## config.mk

```make
export PLATFORM = sky130hd
export DESIGN_NAME = ex_operand_stage
export DESIGN_NICKNAME = d
export VERILOG_FILES = /design/src/rtl/ex_operand_stage_pkg.sv /design/src/rtl/ex_operand_stage_fwd_mux.sv /design/src/rtl/ex_operand_stage.sv
export SDC_FILE = /design/constraint.sdc
export NUM_CORES = 1
export LEC_CHECK = 0
export ABC_CLOCK_PERIOD_IN_PS = 1800
export CAP_MARGIN = 25
export CORE_MARGIN = 8
export CORE_UTILIZATION = 35
export CTS_CLUSTER_SIZE = 10
export DETAILED_ROUTE_END_ITERATION = 6
export PLACE_DENSITY = 0.81
export SLEW_MARGIN = 20
export SYNTH_ARGS = -nofsm -noshare
export SYNTH_HDL_FRONTEND = slang
export SYNTH_SLANG_ARGS = --single-unit
```

## constraint.sdc

```tcl
create_clock -name clk -period 1.8 [get_ports clk]
set_input_delay 0.45 -clock clk [delete_from_list [all_inputs] [get_ports clk]]
set_output_delay 0.45 -clock clk [all_outputs]
set_load 0.01 [all_outputs]
```

## src/rtl/ex_operand_stage_pkg.sv

```systemverilog
// Shared execute-stage definitions: datapath width and shifter function codes.
package ex_operand_stage_pkg;

  localparam int XLEN = 32;

  // Shifter function select driven towards the ALU; 2'b10 is unused.
  typedef enum logic [1:0] {
    ALUFN_SLL = 2'b00,
    ALUFN_SRL = 2'b01,
    ALUFN_SRA = 2'b11
  } alufn_e;

  // Map decode fields onto the shifter function select.
  function automatic alufn_e alufn_decode(input logic [2:0] funct3, input logic funct7_5);
    alufn_e sel;
    case ({funct7_5 & funct3[2], funct3[2]})
      2'b00:   sel = ALUFN_SLL;
      2'b01:   sel = ALUFN_SRL;
      2'b11:   sel = ALUFN_SRA;
      default: sel = ALUFN_SLL;
    endcase
    return sel;
  endfunction

endpackage

```

## src/rtl/ex_operand_stage_fwd_mux.sv

```systemverilog
// Per-operand bypass selection: EX/MEM beats MEM/WB beats the register file.
// x0 always reads as zero and is never a bypass target.
module fwd_mux
  import ex_operand_stage_pkg::*;
#(
  parameter int XLEN = ex_operand_stage_pkg::XLEN
) (
  input  logic [4:0]      addr,
  input  logic [XLEN-1:0] rf_data,
  input  logic            exmem_we,
  input  logic [4:0]      exmem_rd,
  input  logic [XLEN-1:0] exmem_data,
  input  logic            memwb_we,
  input  logic [4:0]      memwb_rd,
  input  logic [XLEN-1:0] memwb_data,
  output logic [XLEN-1:0] data
);

  logic addr_zero;
  logic hit_exmem;
  logic hit_memwb;

  assign addr_zero = (addr == 5'd0);
  assign hit_exmem = exmem_we && (exmem_rd == addr) && (exmem_rd != 5'd0);
  assign hit_memwb = memwb_we && (memwb_rd == addr) && (memwb_rd != 5'd0);

  // Priority select of the freshest producer for this source register.
  always_comb begin
    data = rf_data;
    if (addr_zero) begin
      data = '0;
    end else if (hit_exmem) begin
      data = exmem_data;
    end else if (hit_memwb) begin
      data = memwb_data;
    end else begin
      data = rf_data;
    end
  end

endmodule

```

## src/rtl/ex_operand_stage.sv

```systemverilog
// Execute operand stage: resolves bypasses at capture and holds ALU/shifter
// operands in a single pipeline register with stall, flush and stall metrics.
module ex_operand_stage
  import ex_operand_stage_pkg::*;
#(
  parameter int XLEN  = ex_operand_stage_pkg::XLEN,
  parameter int CNT_W = 16
) (
  input  logic             clk,
  input  logic             rst_n,
  input  logic             in_valid,
  output logic             in_ready,
  input  logic [4:0]       rs1_addr,
  input  logic [4:0]       rs2_addr,
  input  logic [4:0]       rd_addr,
  input  logic [XLEN-1:0]  rs1_data,
  input  logic [XLEN-1:0]  rs2_data,
  input  logic [XLEN-1:0]  imm,
  input  logic [2:0]       funct3,
  input  logic             funct7_5,
  input  logic             use_imm,
  input  logic             is_shift,
  input  logic             exmem_we,
  input  logic [4:0]       exmem_rd,
  input  logic [XLEN-1:0]  exmem_data,
  input  logic             memwb_we,
  input  logic [4:0]       memwb_rd,
  input  logic [XLEN-1:0]  memwb_data,
  input  logic             stall,
  input  logic             flush,
  output logic             out_valid,
  output logic [XLEN-1:0]  out_a,
  output logic [XLEN-1:0]  out_b,
  output logic [4:0]       out_shamt,
  output logic [1:0]       out_alufn,
  output logic [4:0]       out_rd,
  output logic             out_is_shift,
  output logic [CNT_W-1:0] stall_cycles
);

  logic [XLEN-1:0] fwd_rs1;
  logic [XLEN-1:0] fwd_rs2;
  logic [XLEN-1:0] b_next;
  logic            capture;
  logic            count_en;

  assign in_ready = !stall;
  assign capture  = in_valid && in_ready;
  assign count_en = stall && out_valid;

  fwd_mux #(.XLEN(XLEN)) u_fwd_rs1 (
    .addr       (rs1_addr),
    .rf_data    (rs1_data),
    .exmem_we   (exmem_we),
    .exmem_rd   (exmem_rd),
    .exmem_data (exmem_data),
    .memwb_we   (memwb_we),
    .memwb_rd   (memwb_rd),
    .memwb_data (memwb_data),
    .data       (fwd_rs1)
  );

  fwd_mux #(.XLEN(XLEN)) u_fwd_rs2 (
    .addr       (rs2_addr),
    .rf_data    (rs2_data),
    .exmem_we   (exmem_we),
    .exmem_rd   (exmem_rd),
    .exmem_data (exmem_data),
    .memwb_we   (memwb_we),
    .memwb_rd   (memwb_rd),
    .memwb_data (memwb_data),
    .data       (fwd_rs2)
  );

  // Second operand: immediate for I-type, bypassed rs2 otherwise.
  always_comb begin
    b_next = fwd_rs2;
    if (use_imm) begin
      b_next = imm;
    end else begin
      b_next = fwd_rs2;
    end
  end

  // Pipeline register: flush empties, stall holds, otherwise capture or bubble.
  always_ff @(posedge clk or negedge rst_n) begin
    if (!rst_n) begin
      out_valid    <= 1'b0;
      out_a        <= '0;
      out_b        <= '0;
      out_shamt    <= 5'd0;
      out_alufn    <= 2'b00;
      out_rd       <= 5'd0;
      out_is_shift <= 1'b0;
    end else if (flush) begin
      out_valid    <= 1'b0;
    end else if (stall) begin
      out_valid    <= out_valid;
    end else if (capture) begin
      out_valid    <= 1'b1;
      out_a        <= fwd_rs1;
      out_b        <= b_next;
      out_shamt    <= b_next[4:0];
      out_alufn    <= alufn_decode(funct3, funct7_5);
      out_rd       <= rd_addr;
      out_is_shift <= is_shift;
    end else begin
      out_valid    <= 1'b0;
    end
  end

  // Saturating count of cycles spent holding a valid instruction under stall.
  always_ff @(posedge clk or negedge rst_n) begin
    if (!rst_n) begin
      stall_cycles <= '0;
    end else if (count_en && (stall_cycles != {CNT_W{1'b1}})) begin
      stall_cycles <= stall_cycles + {{(CNT_W-1){1'b0}}, 1'b1};
    end else begin
      stall_cycles <= stall_cycles;
    end
  end

endmodule

```

# After elaboration in Yosys (flattened, before gate mapping)
# Index checks and enable logic that the tools add are counted.
[totals] register_bits=94 inputBits=198 out_inout_bits=95 wordCells=48
[classes] n_addsub=1 eq_ne=8 mux=11 bitwise_logic=3 reduce_logical=17
[ops] op="32-bit two-way mux" count=7
[ops] op="5-bit equality test" count=4
[ops] op="16-bit by 1-bit adder with 16-bit output, second input constant" count=1
[ops] op="16-bit inequality test, second input constant" count=1
[ops] op="1-bit logical AND" count=11
[ops] op="5-bit logical NOT" count=2
[ops] op="5-bit nonzero test" count=2
[ops] op="2-bit one-hot mux with 2 select lines" count=1
[ops] op="1-bit two-way mux" count=3
[ops] op="3-bit AND reduction" count=1
[ops] op="2-bit by 1-bit equality test with 1-bit output, second input constant" count=1
[ops] op="2-bit equality test, second input constant" count=1
[ops] op="2-bit by 1-bit inequality test with 1-bit output, second input constant" count=1
[ops] op="1-bit NOT" count=2
[ops] op="1-bit bitwise AND" count=1
[ops] op="1-bit logical NOT" count=1

# Depth between registers and ports, before layout
# Gate-level depths: netlist of the first run.
[logic_depth] ltp_word=7 depth_mapped=7 depth_no_buf=6

# Modules after synthesis
# From an unflattened synthesis of the first run, not the netlist that was laid out.
[unflattened] cells_unflattened=678 area_unflattened_um2=7193.1
[by_module_without_submodules] module="ex_operand_stage" instances=1 cells_per_inst=308 area_per_inst_um2=3872.5 seq_area_each_um2=2227.1
[by_module_without_submodules] module="fwd_mux" instances=2 cells_per_inst=185 area_per_inst_um2=1660.3 seq_area_each_um2=0.0

# Worst setup path before layout of the first run
# No wires, ideal clock.
[synth_timing] kind="input port to flip-flop" startpoint="input port exmem_rd[0]" endpoint="register out_b[0]" setup_time_ps=129 t_arrival_ps=1793 required_time_ps=1671 slack_ps=-122 stages=6 path_buffers=1 path_cell_list="or4_1 -> o21ai_2 -> nor4_1 -> clkbuf_1 -> a211oi_1 -> o22ai_1"
[synth_between] elab_chain_len=6 word_cells_on_any_way=7 cone_classes="1 x eq/ne; 3 x mux; 3 x reduce/logical"
[synth_rtl] element="from (decl)" line="ex_operand_stage.sv:24" source="input logic [4:0] exmem_rd,"
[synth_rtl] element="5-bit equality test" line="ex_operand_stage_fwd_mux.sv:24" source="assign hit_exmem = exmem_we && (exmem_rd == addr) && (exmem_rd != 5'd0);"
[synth_rtl] element="1-bit logical AND" line="ex_operand_stage_fwd_mux.sv:24"
[synth_rtl] element="1-bit logical AND (*)" line="ex_operand_stage_fwd_mux.sv:24"
[synth_rtl] element="32-bit two-way mux (*)" line="ex_operand_stage_fwd_mux.sv:32" source="end else if (hit_exmem) begin"
[synth_rtl] element="32-bit two-way mux (*)" line="ex_operand_stage_fwd_mux.sv:30" source="if (addr_zero) begin"
[synth_rtl] element="32-bit two-way mux (*)" line="ex_operand_stage.sv:78" source="if (use_imm) begin"
[synth_rtl] element="to (signal assigned)" line="ex_operand_stage.sv:102" source="out_b <= b_next;"
[synth_rtl] element="to (decl)" line="ex_operand_stage.sv:33" source="output logic [XLEN-1:0] out_b,"
# Mark *: on every way between the ends. The rest lies on a longest branch, timed or not.
# A chain may end at the register's enable or synchronous reset.

# Worst setup path after layout of the first run
[layout_timing] startpoint="input port memwb_rd[1]" endpoint="register out_b[19]"
[layout_between] elab_chain_len=7 word_cells_on_any_way=8 cone_classes="1 x eq/ne; 4 x mux; 3 x reduce/logical"
[layout_rtl] element="from (decl)" line="ex_operand_stage.sv:27" source="input logic [4:0] memwb_rd,"
[layout_rtl] element="5-bit equality test" line="ex_operand_stage_fwd_mux.sv:25" source="assign hit_memwb = memwb_we && (memwb_rd == addr) && (memwb_rd != 5'd0);"
[layout_rtl] element="1-bit logical AND" line="ex_operand_stage_fwd_mux.sv:25"
[layout_rtl] element="1-bit logical AND (*)" line="ex_operand_stage_fwd_mux.sv:25"
[layout_rtl] element="32-bit two-way mux (*)" line="ex_operand_stage_fwd_mux.sv:34" source="end else if (hit_memwb) begin"
[layout_rtl] element="32-bit two-way mux (*)" line="ex_operand_stage_fwd_mux.sv:32"
[layout_rtl] element="32-bit two-way mux (*)" line="ex_operand_stage_fwd_mux.sv:30"
[layout_rtl] element="32-bit two-way mux (*)" line="ex_operand_stage.sv:78"
# Marked as above.

==> flow_summary_export.csv, run 1 <==
group,metric,value,unit
final_layout,diodes,0,
final_layout,seq_area,0.00223,mm²
global_routing,grt_pass1_vias,6412,
place,place.gp.congestion,0.857,
power,vdd_drop_max,0.412,mV
setup_path,cp.arrival,2.09,ns
setup_path,path_class,"in -> reg",
clock_network,path_clk_slew,0.07,ns
drt,wl,24600,µm
setup_path,ff2ff_setup_slack,0.01,ns
power,p_int,4.94,mW
yosys,synth_nets,780,
timing,maxSlewHeadroom,0.628,
power,p_total,7.04,mW
drt,vias,6144,
final_layout,mostFrequentLayoutCell,"clkdlybuf4s50_1",
global_routing,grt_max_degree,90,
timing,post-route-period-util,1.02,
clock_network,insertion_delay,0.34,ns
clock_network,cts_made_buffers,9,
clock_network,clock_path_buffers,2,
power,p_sw,2.10,mW
clock_network,cts_hold_buf,0,
timing,rsz0062_at_grt,"true",
yosys,ys_seq_area_frac,0.434,
drt,dr.first_iter.drc_count,315,
place,placed_area,0.00864,mm²
setup_path,crit_end,"out_b[19]",
timing,max_freq,545,MHz
power,leakagePower,4.00,nW
setup_path,reg2reg_depth,6,
power,clkPwrFrac,0.285,
outcome,status,"finished, violations left",
yosys,synthCells,581,
floorplanning,coreArea,0.0144,mm²
setup_path,worst_ep_required_time,2.06,ns
floorplanning,io_pins,293,
yosys,synth_area,0.00513,mm²
floorplanning,initial_utilization,0.356,
final_layout,multiInputGateArea,0.00298,mm²
timing,holdWs,0.0972,ns
place,portBuffers,290,
final_layout,fillCellCount,1164,
clock_network,root_buffer,"clkbuf_16",
drt,vias_per_cell,5.58,
yosys,synthDistinctLibCells,36,
place,dp_hpwl,16500,µm
run,cap_viol_max_count,0,
setup_path,endpoint_kind,"flip-flop",
floorplanning,rows,44,
final_layout,final_cell_area,0.00974,mm²
setup_path,timing.rr.start,"stall_cycles[8]",
timing,setup_viol,20,
final_layout,area_growth,89.7,%
floorplanning,die_x,137,µm
power,powerDensity,723,mW/mm²
global_routing,antenna_found_initial,1,
timing,finClkSkew,0.00195,ns
floorplanning,die_area,0.0188,mm²
drt,drcViolationCount,0,
setup_path,cp-start-kind,"input pin",
clock_network,htree_levels,3,
yosys,yosysWarnings,0,
clock_network,cts.sinks,89,
power,seqPwrFrac,0.365,
hold_path,min_path_type,"in -> async",
setup_path,timing.rr.end,"stall_cycles[14]",
place,place_ws,-0.687,ns
timing,maxSlewViolCount,0,
timing,setup_slack,-0.0351,ns
drt,drtAntennaViolNets,0,
drt,wire_per_inst,22.3,µm
timing,hold_viol,0,
timing,tightest_slew,0.559,ns
global_routing,grt_pass1_wl,35600,µm
yosys,ys_ff_latch,89,
global_routing,gr-total-overflow,0,
drt,dr.pass1.iters,5,
global_routing,grt.total_usage,0.245,
power,swShare,0.298,
final_layout,drive_gt1_frac,0.216,
clock_network,cts_tree,"built",
setup_path,critical_path.max_fanout,12,
timing,tns,-0.246,ns
floorplanning,die_y,137,µm
yosys,syn_avg_cell_area,8.84,µm²
outcome,violations,"negative setup slack",
setup_path,startpoint,"memwb_rd[1]",
power,power_frac_comb,0.350,
final_layout,layout_common_cells,"clkdlybuf4s50_1 (252), dfrtp_1 (88), buf_4 (44)",
final_layout,nets,1111,
timing,period_minus_slack,1.84,ns
power by group through the flow:
| stage | Combinational [mW] | Sequential, mW | Clock (mW) |
|---|---|---|---|
| 2_1_floorplan | 0.641 | 2.72 | 0 |
| 3_3_place_gp | 2.27 | 2.57 | 0 |
| 3_5_place_dp | 2.30 | 2.59 | 0 |
| 4_1_cts | 2.42 | 2.55 | 2.04 |
| 5_1_grt | 2.62 | 2.61 | 2.11 |
| 6_report | 2.46 | 2.57 | 2.01 |
metal layers:
metal | track usage | vias up | wire (µm)
li1 | - | 2777 | -
met1 | 0.295 | 2990 | 9880
met2 | 0.408 | 332 | 12000
met3 | 0.0668 | 43 | 2190
met4 | 0.0911 | 2 | 527
met5 | 0 | - | 13
how the worst min path moves through the flow:
stage                                 end  cells past startpoint
after CTS                 stall_cycles[8]                      2
final                     stall_cycles[8]                      2
after global placement       out_alufn[1]                      2
after global routing      stall_cycles[6]                      2
after detailed placement        out_rd[1]                      2
after floorplan                  out_a[0]                      0
worst max-delay path: stages:
cell and delay (ns):
buf_6 0.09, or4_4 0.54, o211ai_4 0.25, buf_6 0.14
or2_4 0.18, buf_12 0.17, a211oi_2 0.08, o22ai_1 0.17
synth_stat cells:
cell type   n  area [µm²]
a311oi_2    1        15.0
buf_2      10        50.1
nand4_1     3        18.8
inv_1      33         124
clkbuf_1   31         116
o21ai_2     1        8.76
nor3b_1     2        15.0
o21ai_0    28         140
buf_4       6        45.0
ha_1        1        12.5
o21ai_1    38         190
dfrtp_1    89        2230
a211oi_1   33         248
nor2_1     37         139
and3_1      5        31.3
xnor2_1    29         254
a211oi_2    1        12.5
a21oi_1    34         170
buf_6       3        33.8
nor3_1     34         170
o22ai_1    32         200
nor4_2      1        12.5
nand2_1    36         135
nor2b_1     1        6.26
mux2_2      1        11.3
or4_1       5        37.5
a31oi_2     1        12.5
o211ai_2    1        12.5
mux2i_1    32         320
and4_1      2        17.5
nor4_1      1        6.26
a31oi_1     1        6.26
a22oi_1    32         240
nand3_1    11        55.1
or2_1       2        12.5
xor2_1      3        26.3
sequential cells by signal (all words and copies together) (netlist names):
register,cells
out_a,32
out_alufn,2
out_b,32
out_is_shift,1
out_rd,5
out_valid,1
stall_cycles,16
stage by stage:
stage | cells | util
after floorplan | 581 | -
final | 1101 | 0.675
after CTS | 1090 | 0.657
after global placement | 1055 | 0.599
after global routing | 1101 | 0.675
after detailed placement | 1055 | 0.599
cell families after synthesis:
group / after synthesis / synth area share
compound gates: 203 / 0.245
buf+inv: 83 / 0.0719
simple gates: 140 / 0.128
flops: 89 / 0.434
fa+ha+maj: 1 / 0.00244
xor+xnor: 32 / 0.0546
mux: 33 / 0.0646
area by class of cell:
type | instances | area share
inverters | 33 | 0.0127
well taps | 184 | 0.0236
multi-input cells | 409 | 0.306
repair buffers | 370 | 0.397
clock buffers | 11 | 0.0260
clock inverters | 5 | 0.00630
flip-flops and latches | 89 | 0.229
timing repair:
item / 4_1_cts / 5_1_grt
setup endpoints to repair: 73 / 80
cloned: 6 / 4
setup buffers: 15 / 7
pin swaps: 15 / 14
gates resized for setup: 135 / 42
Power figures use the tool's default switching activity.
==> run 2: changes to the inputs <==
--- a/config.mk
+++ b/config.mk
@@ -9,6 +9,7 @@
 export CAP_MARGIN = 25
 export CORE_MARGIN = 8
 export CORE_UTILIZATION = 35
+export CTS_CLUSTER_DIAMETER = 60
 export CTS_CLUSTER_SIZE = 10
 export DETAILED_ROUTE_END_ITERATION = 6
 export PLACE_DENSITY = 0.81
==> results of run 2 <==
Same layout as run 1: the final DEF is identical, and so are final timing and power.
==> run 3: changes to the inputs <==
--- a/config.mk
+++ b/config.mk
@@ -9,7 +9,7 @@
 export CAP_MARGIN = 25
 export CORE_MARGIN = 8
 export CORE_UTILIZATION = 35
-export CTS_CLUSTER_DIAMETER = 60
+export CTS_CLUSTER_DIAMETER = 30
 export CTS_CLUSTER_SIZE = 10
 export DETAILED_ROUTE_END_ITERATION = 6
 export PLACE_DENSITY = 0.81
==> results of run 3 <==
Same layout as run 1: the final DEF is identical, and so are final timing and power.
